**src/rtl/stuff_or_data_sched.sv**
```systemverilog
// Stuff/data slot scheduler.
// Each accepted sof header starts a frame of pm slots. The cm data slots are
// spread evenly across the frame with a Bresenham-style accumulator. The
// block also checks headers and sof sequencing, and reports end-of-frame and
// the slot index. Every output is registered.
module stuff_or_data_sched #(
  parameter int MPT_W      = 8,
  parameter bit STUFF_LAST = 1'b0
) (
  input  logic             clk,
  input  logic             rst_n,
  input  logic [MPT_W-1:0] pm,
  input  logic [MPT_W-1:0] cm,
  input  logic             valid_in,
  input  logic             sof,
  output logic             sof_out,
  output logic             valid_out,
  output logic             ds,
  output logic             eof_out,
  output logic [MPT_W-1:0] slot_idx,
  output logic             input_err,
  output logic             err_sof_early,
  output logic             err_sof_late
);

  typedef enum logic [0:0] {
    IDLE = 1'b0,
    RUN  = 1'b1
  } state_t;

  localparam logic [MPT_W:0] ACC_ONE = {{MPT_W{1'b0}}, 1'b1};

  state_t           state_r;
  logic [MPT_W:0]   acc_r;     // one extra bit so acc + cm cannot wrap at pm = 2^MPT_W-1
  logic [MPT_W-1:0] counter_r;
  logic [MPT_W-1:0] pm_r;
  logic [MPT_W-1:0] cm_r;

  logic             hdr_ok_s;
  logic [MPT_W:0]   acc_init_s;
  logic [MPT_W:0]   sum_s;
  logic             take_s;
  logic [MPT_W:0]   acc_next_s;
  logic [MPT_W:0]   cnt_ext_s;
  logic             last_s;

  // Header check, accumulator step and end-of-frame detection.
  always_comb begin
    hdr_ok_s   = 1'b0;
    acc_init_s = '0;
    sum_s      = '0;
    take_s     = 1'b0;
    acc_next_s = '0;
    cnt_ext_s  = '0;
    last_s     = 1'b0;

    hdr_ok_s = (pm != '0) && (cm <= pm);
    // Reverse placement starts the accumulator one short of a full period.
    // This time-reverses the pattern of each frame.
    if (STUFF_LAST) begin
      acc_init_s = {1'b0, pm} - ACC_ONE;
    end else begin
      acc_init_s = '0;
    end

    sum_s  = acc_r + {1'b0, cm_r};
    take_s = (sum_s >= {1'b0, pm_r});
    if (take_s) begin
      acc_next_s = sum_s - {1'b0, pm_r};
    end else begin
      acc_next_s = sum_s;
    end

    // The comparison is one bit wider, so it happens before the counter can wrap.
    cnt_ext_s = {1'b0, counter_r} + ACC_ONE;
    last_s    = (cnt_ext_s == {1'b0, pm_r});
  end

  // Frame state machine with registered outputs.
  always_ff @(posedge clk or negedge rst_n) begin
    if (!rst_n) begin
      state_r       <= IDLE;
      acc_r         <= '0;
      counter_r     <= '0;
      pm_r          <= '0;
      cm_r          <= '0;
      sof_out       <= 1'b0;
      valid_out     <= 1'b0;
      ds            <= 1'b0;
      eof_out       <= 1'b0;
      slot_idx      <= '0;
      input_err     <= 1'b0;
      err_sof_early <= 1'b0;
      err_sof_late  <= 1'b0;
    end else begin
      sof_out       <= 1'b0;
      valid_out     <= 1'b0;
      ds            <= 1'b0;
      eof_out       <= 1'b0;
      input_err     <= 1'b0;
      err_sof_early <= 1'b0;
      err_sof_late  <= 1'b0;

      case (state_r)
        IDLE: begin
          if (sof) begin
            // A header beat never counts as a slot, even when valid_in is high.
            if (hdr_ok_s) begin
              pm_r      <= pm;
              cm_r      <= cm;
              acc_r     <= acc_init_s;
              counter_r <= '0;
              sof_out   <= 1'b1;
              state_r   <= RUN;
            end else begin
              input_err <= 1'b1;
              state_r   <= IDLE;
            end
          end else if (valid_in) begin
            err_sof_late <= 1'b1;
          end else begin
            state_r <= IDLE;
          end
        end

        RUN: begin
          if (sof) begin
            // sof during a frame aborts that frame without an eof.
            // The new header is then judged as if the block were idle.
            err_sof_early <= 1'b1;
            if (hdr_ok_s) begin
              pm_r      <= pm;
              cm_r      <= cm;
              acc_r     <= acc_init_s;
              counter_r <= '0;
              sof_out   <= 1'b1;
              state_r   <= RUN;
            end else begin
              input_err <= 1'b1;
              state_r   <= IDLE;
            end
          end else if (valid_in) begin
            acc_r     <= acc_next_s;
            counter_r <= cnt_ext_s[MPT_W-1:0];
            slot_idx  <= cnt_ext_s[MPT_W-1:0];
            valid_out <= 1'b1;
            ds        <= take_s;
            if (last_s) begin
              eof_out <= 1'b1;
              state_r <= IDLE;
            end else begin
              state_r <= RUN;
            end
          end else begin
            // A gap beat: hold all state.
            state_r <= RUN;
          end
        end

        default: begin
          state_r <= IDLE;
        end
      endcase
    end
  end

endmodule

```
**config.mk**
```make
export PLATFORM = sky130hd
export DESIGN_NAME = stuff_or_data_sched
export DESIGN_NICKNAME = d
export VERILOG_FILES = /design/src/rtl/stuff_or_data_sched.sv
export SDC_FILE = /design/constraint.sdc
export NUM_CORES = 1
export LEC_CHECK = 0
export CORE_MARGIN = 2
export CORE_UTILIZATION = 54
export DETAILED_ROUTE_END_ITERATION = 10
export PLACE_DENSITY = 0.86
export SLEW_MARGIN = 15
export SYNTH_ARGS = -nofsm -noshare
export SYNTH_HDL_FRONTEND = slang
export SYNTH_SLANG_ARGS = --single-unit
```
**constraint.sdc**
```tcl
create_clock -name clk -period 7.9 [get_ports clk]
set_input_delay 1.58 -clock clk [delete_from_list [all_inputs] [get_ports clk]]
set_output_delay 1.58 -clock clk [all_outputs]
set_load 0.02 [all_outputs]
```
After elaboration in Yosys (flattened, before gate mapping):

Cells that the tools add are included.

* register bits: 49
* logic and storage cells: 64
* input port bits: 20
* output and inout port bits: 15

* bitwise operators: 2
* equality and inequality tests: 3
* $add $sub $neg: 3
* $lt $le $gt $ge: 2
* multiplexer cells: 36
* reduce and logical (&&, ||, !) cells: 5

Operators by type and width (number)
* 2-to-1 mux 8 bit: 8
* 2-to-1 mux 9 bit: 5
* 2-to-1 mux 1 bit: 20
* case mux 9 bit (2 select lines): 1
* case mux 8 bit (2 select lines): 1
* adder 8 x 1 -> 9 bit, second input constant: 1
* adder 9 x 8 -> 9 bit: 1
* equality test 9 x 8 -> 1 bit: 1
* greater-or-equal comparator 9 x 8 -> 1 bit: 1
* subtractor 9 x 8 -> 9 bit: 1
* less-or-equal comparator 8 bit: 1
* nonzero test 8 bit: 1
* AND reduction 2 bit: 2
* != test 3 bit, second input constant: 1
* AND reduction 3 bit: 1
* != test 2 bit, second input constant: 1
* NOT 1 bit: 2
* case mux 1 bit (2 select lines): 1
* logical AND 1 bit: 1

Longest topological paths before layout:

Gate-level depths: netlist of run 1.

* word-level depth: 6
* mapped depth: 13
* gate-level depth less buffers: 13

Least setup slack after synthesis of run 1:

No wires, ideal clock.

* kind: register to register
* start: register acc_r[1]
* end: register acc_r[0]
* arrival: 3.382 ns
* stages on the path, launching flop included: 14
* setup slack: 4.442 ns
* data required time: 7.823 ns
* cells stage by stage: dfrtp_1 > ha_1 > a211oi_1 > o21ai_1 > a21o_1 > a211o_1 > and2_1 > ha_1 > and4_4 > a211oi_1 > a21boi_2 > a2bb2oi_4 > mux2_1 > o21ai_1

* cells in the longest elaborated chain, start to end: 6

RTL lines
* start: declaration: line 34 `logic [MPT_W:0] acc_r;`
* start signal: assignment: line 111 `acc_r <= acc_init_s;`
* start signal: assignment: line 134 `acc_r <= acc_init_s;`
* start signal: assignment: line 143 `acc_r <= acc_next_s;`
* adder 9 x 8 -> 9 bit: line 66 `sum_s = acc_r + {1'b0, cm_r};`
* greater-or-equal comparator 9 x 8 -> 1 bit: line 67 `take_s = (sum_s >= {1'b0, pm_r});`
* 2-to-1 mux 9 bit: line 68 `if (take_s) begin`
* 2-to-1 mux 9 bit: line 142 `end else if (valid_in) begin`
* 2-to-1 mux 9 bit: line 127 `if (sof) begin`
* case mux 9 bit (2 select lines): line 104 `case (state_r)`

Every way passes these cells. The select of a mux whose other input is x is not followed.
A chain may end at the register's enable or synchronous reset.

Worst setup path after layout of run 1:

* start: input pm[4]
* end: register acc_r[8]

* cells in the longest elaborated chain, start to end: 5
* elaborated cells on any way between the ends: 7
* classes of those cells: order compare (1); mux (4); reduce/logical (2)

RTL lines
* start: declaration: line 12 `input logic [MPT_W-1:0] pm,`
* less-or-equal comparator 8 bit or nonzero test 8 bit (tied branches): line 57 `hdr_ok_s = (pm != '0) && (cm <= pm);`
* logical AND 1 bit (*): line 57
* 2-to-1 mux 9 bit (*)
* 2-to-1 mux 9 bit (on tied branches)
* case mux 9 bit (2 select lines) (*)

Every way passes the cells marked *; elsewhere a longest branch is shown, timed or not. The select of a mux whose other input is x is not followed.

==> metrics.md, run 1 <==
| Metric | Value |
|---|---|
| Required time worst endpoint | between 8 and 9 ns |
| Post-synth ARST share | between 90% and 100% |
| Sequential share of the synthesized area | 40.02% |
| # Max-Cap Violations | 0 |
| Gate Count Post-Synth | 312 |
| Post-Route Setup TNS | 0 ns |
| H-tree levels | 2 |
| Synth top area cells | dfrtp_1, ha_1, xnor2_1 |
| Number of synthesized flops with an enable pin | 0 |
| Vias in the first global route | 2,472 |
| Max stage delay cell, worst path | clkdlybuf4s50_1 |
| CP cell instances | clkdlybuf4s50_1, inv_1, ha_1, a211o_1, a21oi_1, a32oi_1, a21o_1, buf_4, and2_1, a221o_1 |
| Crit Path Category | in2reg |
| Worst relative slew slack | roughly 58% |
| Most frequent cells in the layout | dfrtp_1, clkdlybuf4s50_1, nand2_1 |
| Max FO, Critical Path | 38 |
| Final worst slack | between 4 and 5 ns |
| Post-CTS setup buffers | 0 |
| Grt ovf | 0 |
| Critical Path End Type | flop |
| Worst hold slack | about 0.48 ns |
| Status | finished, final reports clean |
| Power Density | roughly 330 mW/mm² |
| Root buf cell | clkbuf_8 |
| Met3 routed wirelength | approximately 260 µm |
| Final Hold Fails | 0 |
| Avg Cell Area, Syn | a little under 10 µm² |
| Class of the worst hold path | reg2reg |
| DP Worst Slack | ~3.7 ns |
| CTS tree | yes |
| DRC violations left | 0 |
| Antenna-violating nets left | 0 |
| ANT cells | 0 |
| Worst-Margin Slew | 0.6229 ns |
| Core region area | ~0.0055 mm² |
| Leakage | 1.685 nW |
| Num CTS Buffers | 5 |
| DR pass1 iterations | 4 |
| Hold Buf Count CTS | 0 |
| Worst Skew | a little under 0.009 ns |
| Total Routing Usage GR | approximately a quarter |
| Fill count | 434 |
| Syn_nets | 359 |
| Drt total wl | 6683 µm |
| Most common cell after layout, fill and taps aside | dfrtp_1 |
| Startpoint types | primary input |
| FF-to-FF path depth | 13 |
| Die H | 79.33 µm |
| Initial antenna violation count | 0 |
| Ports | 35 |
| # nets final | slightly below 400 |
| Worst EP arrival | roughly 4.1 ns |
| Top Metal Used | met4 |
| Fin crit share | 48.94% |
| Routed vias/inst | ~5.9 |
| Max Fclk | 0.2587 GHz |
| Chip Width | slightly below 80 µm |
| Final setup violation count | 0 |
| Cell Count, Final, Fillers Out | 419 |
| Share of layout cells above drive strength 1 | between 5 and 6% |
| Num rows | 27 |
| DRT met1 WL | about 2900 µm |
| Met2 wire length | ~3200 µm |
| Clock buffer depth | 2 |
| First-pass GRT wire length | around 12,000 µm |
| Largest stage delay, worst path | 0.48 ns |
| Total stage count of the critical path | 10 |
| Multi-input logic area | 0.001717 mm² |
| Min Tclk post-route | around 3.9 ns |
| Die area | about 0.0063 mm² |
| Pins Over Slew Limit | 0 |
| RSZ-0062 raised after global routing | false |
| Worst VDD drop | ~0.16 mV |
| Crit path buf inv count | 3 |
| Vias post-DR | ~2,500 |
| Register area | 0.001226 mm² |
| Starting Density | a little under three fifths |
| Netlist cell types | between 40 and 50 |
| Skew-Pair Late Insertion Delay | between 0.3 and 0.4 ns |
| Flip-flop and latch count after synthesis | 49 |
| Post-synth top flop | dfrtp_1 |
| TritonCTS Sinks | between 40 and 50 |
| Routability Congestion | 0.9157 |
| Yosys top cell by area | dfrtp_1 |
| Family with the most delay on the worst path | compound AO/OA/AOI/OAI gates |
| Largest net degree at the start of global routing | 50 |
| Routed length per instance | about 16 µm |
| Total placed cells including tap cells | ~400 |
| Post_cts resized | 0 |
| Hold depth | 1 |
| Syn. warnings | 0 |
| Dpl hpwl | a little over 5000 µm |
| Reg clk slew, reported paths | ~0.10 ns |
| Total Power | 1.161 mW |
| Port Buffers | 34 |
| Top-area cell type share of the netlist area | 40.02% |
| Area Overhead vs Synth | 16.01% |
| Starting DRT DRC Count | ~180 |
| Mapped Area | 0.003064 mm² |
Yosys cell counts (2+ instances only):
cell      count
dfrtp_1      49
nand2_1      27
ha_1         25
inv_1        21
o21ai_1      20
nor2_1       16
xnor2_1      14
a21oi_1      12
nand3_1      12
a21o_1        9
mux2_1        9
xor2_1        9
and3_1        8
a211oi_1      6
a211o_1       5
o21a_1        5
o21ai_0       5
and2_1        4
buf_2         4
nand4_1       4
nor4_1        4
a31o_1        3
buf_1         3
mux2i_1       3
nor2b_1       3
a21boi_1      2
a221o_1       2
a31oi_1       2
and4_4        2
clkbuf_1      2
fa_1          2
nand3b_1      2
nor3b_1       2
o211ai_1      2
final timing paths:
kind	startpoint	to	slack, ns
max in group asynchronous	rst_n	slot_idx[5]	6.20
max	pm[4]	acc_r[8]	4.03
max reg2reg	acc_r[1]	acc_r[0]	4.08
min reg2reg	slot_idx[5]	slot_idx[5]	0.48
min in group asynchronous	rst_n	cm_r[2]	1.28
min	slot_idx[5]	slot_idx[5]	0.48
logic make-up (layout without fill, tap and decap cells):
kind of cell,Yosys count,after routing,synth area share [%]
mux,12,12,4.288
flops,49,49,40.02
xor+xnor,23,23,6.574
compound gates,82,82,18.95
buf+inv,31,66,3.961
fa+ha+maj,27,27,11.51
simple gates,88,88,14.70
through the flow:
step | instance area [µm²] | utilization, %
2_1_floorplan | 3064 | -
3_3_place_gp | 3466 | 62.94
3_5_place_dp | 3466 | 62.94
4_1_cts | 3552 | 64.51
5_1_grt | 3555 | 64.55
6_report | 3555 | 64.55
flip-flops by register name, indices dropped and copies added, names as in the netlist:
signal	cells
acc_r	9
cm_r	8
counter_r	8
pm_r	8
slot_idx	8
ds	1
eof_out	1
err_sof_early	1
err_sof_late	1
input_err	1
sof_out	1
state_r	1
valid_out	1
layer usage:
layer / up-vias / GRT usage, %
met3: 21 / 4.318
met2: 70 / 38.47
met1: 1185 / 30.86
met4: 0 / 11.38
li1: 1182 / -
met5: - / 0
area by class of cell:
class / instances / area share, %
well taps: 72 / 2.534
multi-input cells: 232 / 48.29
clock inverters: 2 / 0.3872
clock buffers: 6 / 2.042
repair buffers: 36 / 9.926
inverters: 22 / 2.323
flip-flops and latches: 49 / 34.50
where the power goes:
part	total (mW)	leakage [nW]	internal, mW	switching [mW]
logic	0.678	1.00	0.300	0.378
registers	0.333	0.637	0.296	0.0370
clock network	0.151	0.0456	0.0633	0.0875
Note: power is estimated with default switching activity, not from simulation.
==> run 2: changes to the inputs <==
Settings changed: CORE_UTILIZATION 54 to 51, PLACE_DENSITY 0.86 to 0.85.
Clock period 7.9 ns to 3.38 ns, I/O delays scaled along.
==> metrics.md, run 2 (synthesis results as in run 1) <==
| Metric | Value |
|---|---|
| DRC violations left | 0 (unchanged) |
| Reg-to-reg slack, setup | 0.004 ns (was 4.08 ns) |
| Hold Buf Count CTS | 0 (unchanged) |
| Global routing met2 resource utilization | 38.52% (was 38.47%) |
| Met3 usage | 2.967% (was 4.318%) |
| Starting Density | 52.37% (was 55.65%) |
| Final Hold Fails | 0 (unchanged) |
| Critical R2R Capture | acc_r[3] (was acc_r[0]) |
| Grt met1 use | 29.75% (was 30.86%) |
| Most frequent cells in the layout | dfrtp_1, clkdlybuf4s50_1, nand2_1 (unchanged) |
| Total placed cells including tap cells | 429 (was 411) |
| Routed length per instance | 16.61 µm (was 15.95 µm) |
| CTS tree | yes (unchanged) |
| Initial antenna violation count | 0 (unchanged) |
| Reg with most FFs | acc_r (unchanged) |
| Gr busiest metal | met2 (unchanged) |
| Skew-Pair Late Insertion Delay | 0.31 ns (about the same) |
| Most common cell after layout, fill and taps aside | dfrtp_1 (unchanged) |
| FF-to-FF path depth | 14 (was 13) |
| RSZ-0062 raised after global routing | true (was false) |
| Cell Count, Final, Fillers Out | 446 (was 419) |
| Share of layout cells above drive strength 1 | 14.02% (was 5.476%) |
| Vias post-DR | 2,585 (was 2,458) |
| Port Buffers | 34 (unchanged) |
| Core region area | 0.005851 mm² (was 0.005507 mm²) |
| # nets final | 417 (was 393) |
| First-pass GRT wire length | 11,490 µm (was 11,560 µm) |
| Max Fclk | approximately 0.3 GHz |
| Max FO, Critical Path | 6 (was 38) |
| Worst VDD drop | 0.3472 mV (was 0.1583 mV) |
| Starting DRT DRC Count | 213 (was 178) |
| RR Startpoint | cm_r[1] (was acc_r[1]) |
| Worst Skew | 0.005074 ns (was 0.008816 ns) |
| Placement Cell Area | 0.003600 mm² (was 0.003466 mm²) |
| Die area | 0.006644 mm² (was 0.006293 mm²) |
| Drt total wl | 7409 µm (was 6683 µm) |
| Routed vias/inst | 5.796 (was 5.866) |
| # Max-Cap Violations | 0 (unchanged) |
| Total Power | 3.198 mW (was 1.161 mW) |
| Root buf cell | clkbuf_8 (unchanged) |
| H-tree levels | 2 (unchanged) |
| ANT cells | 0 (unchanged) |
| Chip Width | 81.51 µm (was 79.33 µm) |
| Worst-Margin Slew | 0.6879 ns (was 0.6229 ns) |
| Grt ovf | 0 (unchanged) |
| Die H | 81.51 µm (was 79.33 µm) |
| Routability Congestion | 0.8912 (was 0.9157) |
| Dpl hpwl | 5536 µm (was 5075 µm) |
| Vias in the first global route | 2,413 (was 2,472) |
| Antenna-violating nets left | 0 (unchanged) |
| Num rows | 28 (was 27) |
| Startpoint types | flop (was primary input) |
| Num CTS Buffers | 5 (unchanged) |
| Reg clk slew, reported paths | 0.09 ns (was 0.10 ns) |
| Leakage | 1.814 nW (was 1.685 nW) |
| Critical Path End Type | flop (unchanged) |
| DR pass1 iterations | 5 (was 4) |
| Final instance area | 0.003819 mm² (was 0.003555 mm²) |
| Worst EP arrival | 3.58 ns (was 4.07 ns) |
| Power Density | 837.5 mW/mm² (was 326.6 mW/mm²) |
| Status | finished, final reports clean (unchanged) |
| TritonCTS Sinks | 49 (unchanged) |
| Total Routing Usage GR | 23.13% (was 23.77%) |
| Post-Route Setup TNS | 0 ns (unchanged) |
| Ports | 35 (unchanged) |
| Worst relative slew slack | 54.14% (was 58.47%) |
| Clock buffer depth | 2 (unchanged) |
| Final setup violation count | 0 (unchanged) |
| Required time worst endpoint | 3.58 ns (was 8.10 ns) |
| Min Tclk post-route | about 3.4 ns |
| Final Util | 65.27% (was 64.55%) |
| Largest register FFs | 9 (unchanged) |
| Largest net degree at the start of global routing | 33 (was 50) |
| Area Overhead vs Synth | 24.62% (was 16.01%) |
| Fin crit share | 99.89% |
| Crit Path Category | reg2reg (was in2reg) |
| Class of the worst hold path | in2async (was reg2reg) |
| Pins Over Slew Limit | 0 (unchanged) |
-- run 2: cell type report --
| class | instances | area [µm²] |
|---|---|---|
| Inverter | 22 | 82.58 |
| Tap cell | 75 | 93.84 |
| Sequential cell | 49 | 1226 |
| Fill cell | 459 | 2032 |
| Timing Repair Buffer | 60 | 538.0 |
| Clock inverter | 2 | 13.76 |
| Clock buffer | 6 | 72.57 |
| Multi-Input combinational cell | 232 | 1792 |
-- run 2: through the flow --
stage                     setup slack (ns)  hold WS [ns]
after floorplan                    0.06675        0.3804
final                             0.003816        0.3957
after CTS                         0.008303        0.4175
after detailed placement           -0.1727        0.4657
after global routing               -0.1408        0.4542
after global placement            -0.03788        0.4560
-- run 2: worst max path at each step --
stage,startpoint,endpoint,slack (ns),cells past startpoint
6_report,cm_r[1],acc_r[3],0.004,14
5_1_grt,cm_r[0],acc_r[8],-0.14,14
4_1_cts,cm_r[1],acc_r[3],0.008,14
3_5_place_dp,acc_r[1],acc_r[0],-0.17,13
3_3_place_gp,acc_r[1],acc_r[0],-0.04,13
2_1_floorplan,acc_r[1],acc_r[0],0.07,13
-- run 2: layer usage --
metal / wire [µm] / up-vias
li1: - / 1248
met1: 3203 / 1232
met2: 3625 / 85
met3: 295 / 20
met4: 284 / 0
met5: 0 / -
-- run 2: report_power, final --
group	leakage, nW	internal, mW	switching [mW]
logic	1.13	1.02	1.05
registers	0.637	0.691	0.0916
clock network	0.0456	0.148	0.203
total	1.81	1.86	1.34
-- run 2: what timing repair did --
action | in CTS | in global routing
pin swaps | 4 | 9
endpoints found under the setup margin | 8 | 9
buffers inserted | 5 | 4
gates resized for setup | 3 | 11
-- run 2: critical path, stage by stage, from the launching register on --
cell	delay, ns
dfrtp_1	0.43
ha_4	0.27
a211oi_4	0.27
o21ai_2	0.10
a21o_1	0.16
a211o_1	0.32
and2_4	0.15
ha_4	0.21
and4_4	0.20
a21oi_1	0.16
and4_4	0.27
a2bb2oi_4	0.24
buf_6	0.14
nor2_4	0.04
a221o_1	0.32
==> RTL edit 1, RTL diff (flow settings as in run 2) <==
Add an input register stage for `pm`, without a reset; this delays it by one clock. The other inputs are not delayed to match.
--- a/src/rtl/stuff_or_data_sched.sv
+++ b/src/rtl/stuff_or_data_sched.sv
@@ -30,6 +30,12 @@
 
   localparam logic [MPT_W:0] ACC_ONE = {{MPT_W{1'b0}}, 1'b1};
 
+  logic [MPT_W-1:0] pm_q;
+
+  always_ff @(posedge clk) begin
+    pm_q <= pm;
+  end
+
   state_t           state_r;
   logic [MPT_W:0]   acc_r;     // one extra bit so acc + cm cannot wrap at pm = 2^MPT_W-1
   logic [MPT_W-1:0] counter_r;
@@ -54,11 +60,11 @@
     cnt_ext_s  = '0;
     last_s     = 1'b0;
 
-    hdr_ok_s = (pm != '0) && (cm <= pm);
+    hdr_ok_s = (pm_q != '0) && (cm <= pm_q);
     // Reverse placement starts the accumulator one short of a full period.
     // This time-reverses the pattern of each frame.
     if (STUFF_LAST) begin
-      acc_init_s = {1'b0, pm} - ACC_ONE;
+      acc_init_s = {1'b0, pm_q} - ACC_ONE;
     end else begin
       acc_init_s = '0;
     end
@@ -106,7 +112,7 @@
           if (sof) begin
             // A header beat never counts as a slot, even when valid_in is high.
             if (hdr_ok_s) begin
-              pm_r      <= pm;
+              pm_r      <= pm_q;
               cm_r      <= cm;
               acc_r     <= acc_init_s;
               counter_r <= '0;
@@ -129,7 +135,7 @@
             // The new header is then judged as if the block were idle.
             err_sof_early <= 1'b1;
             if (hdr_ok_s) begin
-              pm_r      <= pm;
+              pm_r      <= pm_q;
               cm_r      <= cm;
               acc_r     <= acc_init_s;
               counter_r <= '0;
Formal check against the unedited RTL: not equivalent (Yosys sat finds a counterexample within 4 cycles, from zero or initial values and one cycle with rst_n low).
==> RTL edit 1 against run 2 <==
Sequential power grew 12%; first-iteration DRC count shrank 14%; worst setup slack gained 0.13 ns; count of clock-buffer cells in the layout grew 4; hold slack lost 0.053 ns; clock skew grew 0.0053 ns; highest routed layer unchanged; wire length shrank 0.99%; maximum frequency grew 4.1%; sequential cell count grew 8; critical endpoint is now acc_r[0]; synthesized area grew 6.2%; cell area grew 1.3%; power grew 1.2%; critical path depth shrank 1.
==> RTL edit 1: results <==
metrics = {
    "power_and_ir_drop": {
        "p_leak_nw": 1.76,
    },
    "global_route": {
        "grt_start_max_net_pins": 50,
        "grt_pass1_wl_um": 12400,
    },
    "run_status": {
        "status": "finished clean",
    },
    "worst_setup_path": {
        "critPathLaunch": "acc_r[0]",
        "cp_data_arrival_time_ns": 3.47,
        "max_stage_delay_ns": 0.39,
    },
    "placed_design": {
        "place_area_um2": 3660,
        "dpl_worst_slack_ns": 0.0738,
    },
    "finish": {
        "buffers_excl_clock": 39,
        "num-multi-input-gates": 239,
        "inv_count": 25,
        "seqCellArea_um2": 1390,
        "fill_cells": 533,
        "drive_above_1_share_pct": 10.1,
    },
    "timing": {
        "period_share_pct": 95.9,
        "worst_pin_slew_ns": 0.752,
    },
    "synth": {
        "ys_ff_latch": 57,
        "synth_nets": 379,
        "yosysSeqAreaShare_pct": 42.6,
        "synth_area_um2": 3250,
        "synth_cell_types": 53,
    },
    "clock_tree": {
        "clk_latency_ns": 0.35,
        "clk_pin_slew_ns": 0.07,
    },
    "route": {
        "wl_per_cell_um": 16.2,
    },
}
## RTL edit 1: per-layer routing
layer / share of wire, % / global-route usage (%)
met1: 45 / 28.8
met2: 48 / 37.1
met3: 5.0 / 3.56
met4: 2.1 / 10.3
met5: 0 / 0
## RTL edit 1: report_power, final
part	switching, W	total (W)	internal [W]
sequential	0.0000898	0.000877	0.000788
combinational	0.00101	0.00178	0.000768
clock	0.000294	0.000580	0.000286
## RTL edit 1: what timing repair did
item,in CTS,in global routing
endpoints found under the hold margin,0,0
resized for setup,0,5
buffers inserted,0,2
hold buffers,0,0
setup endpoints to repair,0,6
## RTL edit 1: metrics by stage
stage | power, W | hold slack, ns | utilization [%] | std cells
floorplan | 0.00219 | 0.380 | - | 332
global placement | 0.00254 | 0.446 | 58.3 | 435
detailed placement | 0.00257 | 0.457 | 58.3 | 435
CTS | 0.00317 | 0.460 | 61.1 | 451
global route | 0.00347 | 0.395 | 61.7 | 453
finish | 0.00324 | 0.343 | 61.7 | 453
## RTL edit 1: kinds of logic (layout without fill, tap and decap cells)
logic type                 after synthesis  in the layout  share of synthesized area, %
AOI/OAI and AO/OA                       90             90                          18.5
xor gates and xnor gates                24             24                          6.69
adders and majority gates               27             27                          10.8
buffers and inverters                   36             80                          4.46
DFF                                     57             57                          42.6
muxes                                    8              8                          2.77
and+or+nand+nor                         90             90                          14.1
## RTL edit 1: final timing paths
path                                end  cells after the start
max reg2reg                    acc_r[0]                     13
min in group clk           err_sof_late                      1
min                        counter_r[1]                      1
max                            acc_r[0]                     13
max in group asynchronous       pm_r[4]                      1
min reg2reg                err_sof_late                      1
==> RTL edit 2, RTL diff (settings of run 2) <==
Made on the original files. The parameter `STUFF_LAST` goes from 1'b0 to 1'b1.
--- a/src/rtl/stuff_or_data_sched.sv
+++ b/src/rtl/stuff_or_data_sched.sv
@@ -5,7 +5,7 @@
 // the slot index. Every output is registered.
 module stuff_or_data_sched #(
   parameter int MPT_W      = 8,
-  parameter bit STUFF_LAST = 1'b0
+  parameter bit STUFF_LAST = 1'b1
 ) (
   input  logic             clk,
   input  logic             rst_n,
Formal check against the unedited RTL: not equivalent (a bounded check fails within 4 cycles, from zero or initial values and one cycle with rst_n low).
==> RTL edit 2 against run 2 <==
The flow now finishes with violations (setup timing); count of clock-buffer cells in the layout did not move; via count rose by 20%; cell count rose by 17%; synthesized area rose by 11%; synthesized cell count rose by 18%; clock skew rose by 0.00056 ns; worst setup slack got worse by 0.019 ns; combinational power rose by 53%; non-clock buffer count rose by 19; power rose by 36%; sequential cell count did not move; cell area rose by 14%; wire length rose by 22%; first-iteration DRC count rose by 44%; highest routed layer unchanged.
==> RTL edit 2: results <==
metrics = {
    "synth": {
        "synth_nets": 417,
        "syn_inst": 369,
        "synth_warnings": 0,
        "synth-main-ff-cell": "dfrtp_1",
        "yosysSeqAreaShare_pct": 36.1,
        "async_reset_ff_share_pct": 100,
        "synth_area_leaders": "dfrtp_1 36%, ha_1 9.6%, xnor2_1 4.9%",
        "ys_top_cells_by_count": "49 x dfrtp_1, 30 x nand2_1, 28 x inv_1",
        "yosys.area.top_type_share_pct": 36.1,
        "synth_cell_types": 55,
    },
    "timing": {
        "max_slew_margin_pct": 58.5,
        "setup_viol": 1,
        "fin_skew_ns": 0.00563,
        "layout_setup_ws_ns": -0.0153,
    },
    "placed_design": {
        "dpl.hpwl_um": 6580,
        "port_buffers": 34,
        "gp_congestion": 0.892,
        "placedCellCount": 503,
    },
    "min_path": {
        "hold_path.class": "in2async",
    },
    "worst_setup_path": {
        "rr_startpoint": "cm_r[0]",
        "path_delay_family": "compound AO/OA/AOI/OAI gates",
        "timing_worst_setup_path_type": "reg2reg",
        "cp_data_arrival_time_ns": 3.61,
        "critical_path.max_fanout": 5,
        "cp_slowest_cell": "a2111oi_4",
    },
    "global_route": {
        "grt_use_total_pct": 24.5,
        "grt_pass1_wl_um": 14200,
        "grt_start_max_net_pins": 50,
        "use_met2_pct": 41.3,
        "groute.layer.met1.usage_pct": 31.9,
        "grt_pass1_vias": 3008,
        "met3_usage_pct": 4.04,
    },
    "clock_tree": {
        "cts_resized": 11,
        "clockRootBuffer": "clkbuf_8",
    },
    "route": {
        "met1Wirelength_um": 3770,
        "routed_wl_um": 9070,
        "dr.max_layer_used": "met4",
        "drt_iter0_markers": 306,
        "dr_total_vias": 3112,
        "viasPerCell": 5.96,
        "met3_length_um": 649,
        "dr_wl_met2_um": 4350,
    },
    "power_and_ir_drop": {
        "clkPwrFrac_pct": 8.7,
        "peakVddDrop_mv": 0.550,
        "p_leak_nw": 1.91,
        "powerDensity_nw_per_um2": 999,
        "combinationalPowerShare_pct": 72.5,
        "p_int_w": 0.00243,
    },
    "finish": {
        "drive_above_1_share_pct": 20.2,
        "diodes": 0,
        "layout.nets": 492,
        "fill_cells": 465,
        "largest_reg_flops": 9,
    },
    "run_status": {
        "status": "complete, but fails checks",
        "failed_checks": "setup timing",
    },
    "die": {
        "rows": 29,
    },
}
[RTL edit 2: cell type report]
| class | instances | area, µm² | share of cell area, % |
|---|---|---|---|
| inverter | 29 | 109 | 2.50 |
| clock inverter | 2 | 16.3 | 0.373 |
| multi-input combinational | 280 | 2140 | 49.2 |
| sequential | 49 | 1230 | 28.2 |
| clock buffer | 6 | 82.6 | 1.89 |
| tap | 77 | 96.3 | 2.21 |
| timing repair buffer | 79 | 683 | 15.7 |
[RTL edit 2: stage by stage]
step / util [%] / TNS [ns] / hold slack, ns / area (µm²) / setup WS [ns]
2_1_floorplan: - / 0 / 0.380 / 3400 / 0.0200
3_3_place_gp: 63.3 / -0.103 / 0.460 / 4040 / -0.0452
3_5_place_dp: 63.3 / -1.25 / 0.471 / 4040 / -0.200
4_1_cts: 66.3 / 0 / 0.492 / 4240 / 0.00980
5_1_grt: 68.2 / -0.919 / 0.431 / 4360 / -0.153
6_report: 68.2 / -0.0153 / 0.378 / 4360 / -0.0153
[RTL edit 2: final timing paths]
path,depth (start not counted),end
max in group asynchronous,1,acc_r[1]
min in group clk,2,slot_idx[3]
worst max-delay path,14,acc_r[2]
worst min-delay path,1,slot_idx[7]
worst max register to register,14,acc_r[2]
worst min register to register,2,slot_idx[3]
[RTL edit 2: logic make-up after synthesis]
| group | after synthesis | synth area share [%] |
|---|---|---|
| AND/OR/NAND/NOR | 104 | 15.3 |
| AO/OA/AOI/OAI | 98 | 18.9 |
| flip-flops | 49 | 36.1 |
| buffers and inverters | 40 | 4.72 |
| XOR/XNOR | 30 | 7.75 |
| adder cells (fa/ha/maj) | 28 | 10.8 |
| multiplexers | 20 | 6.38 |
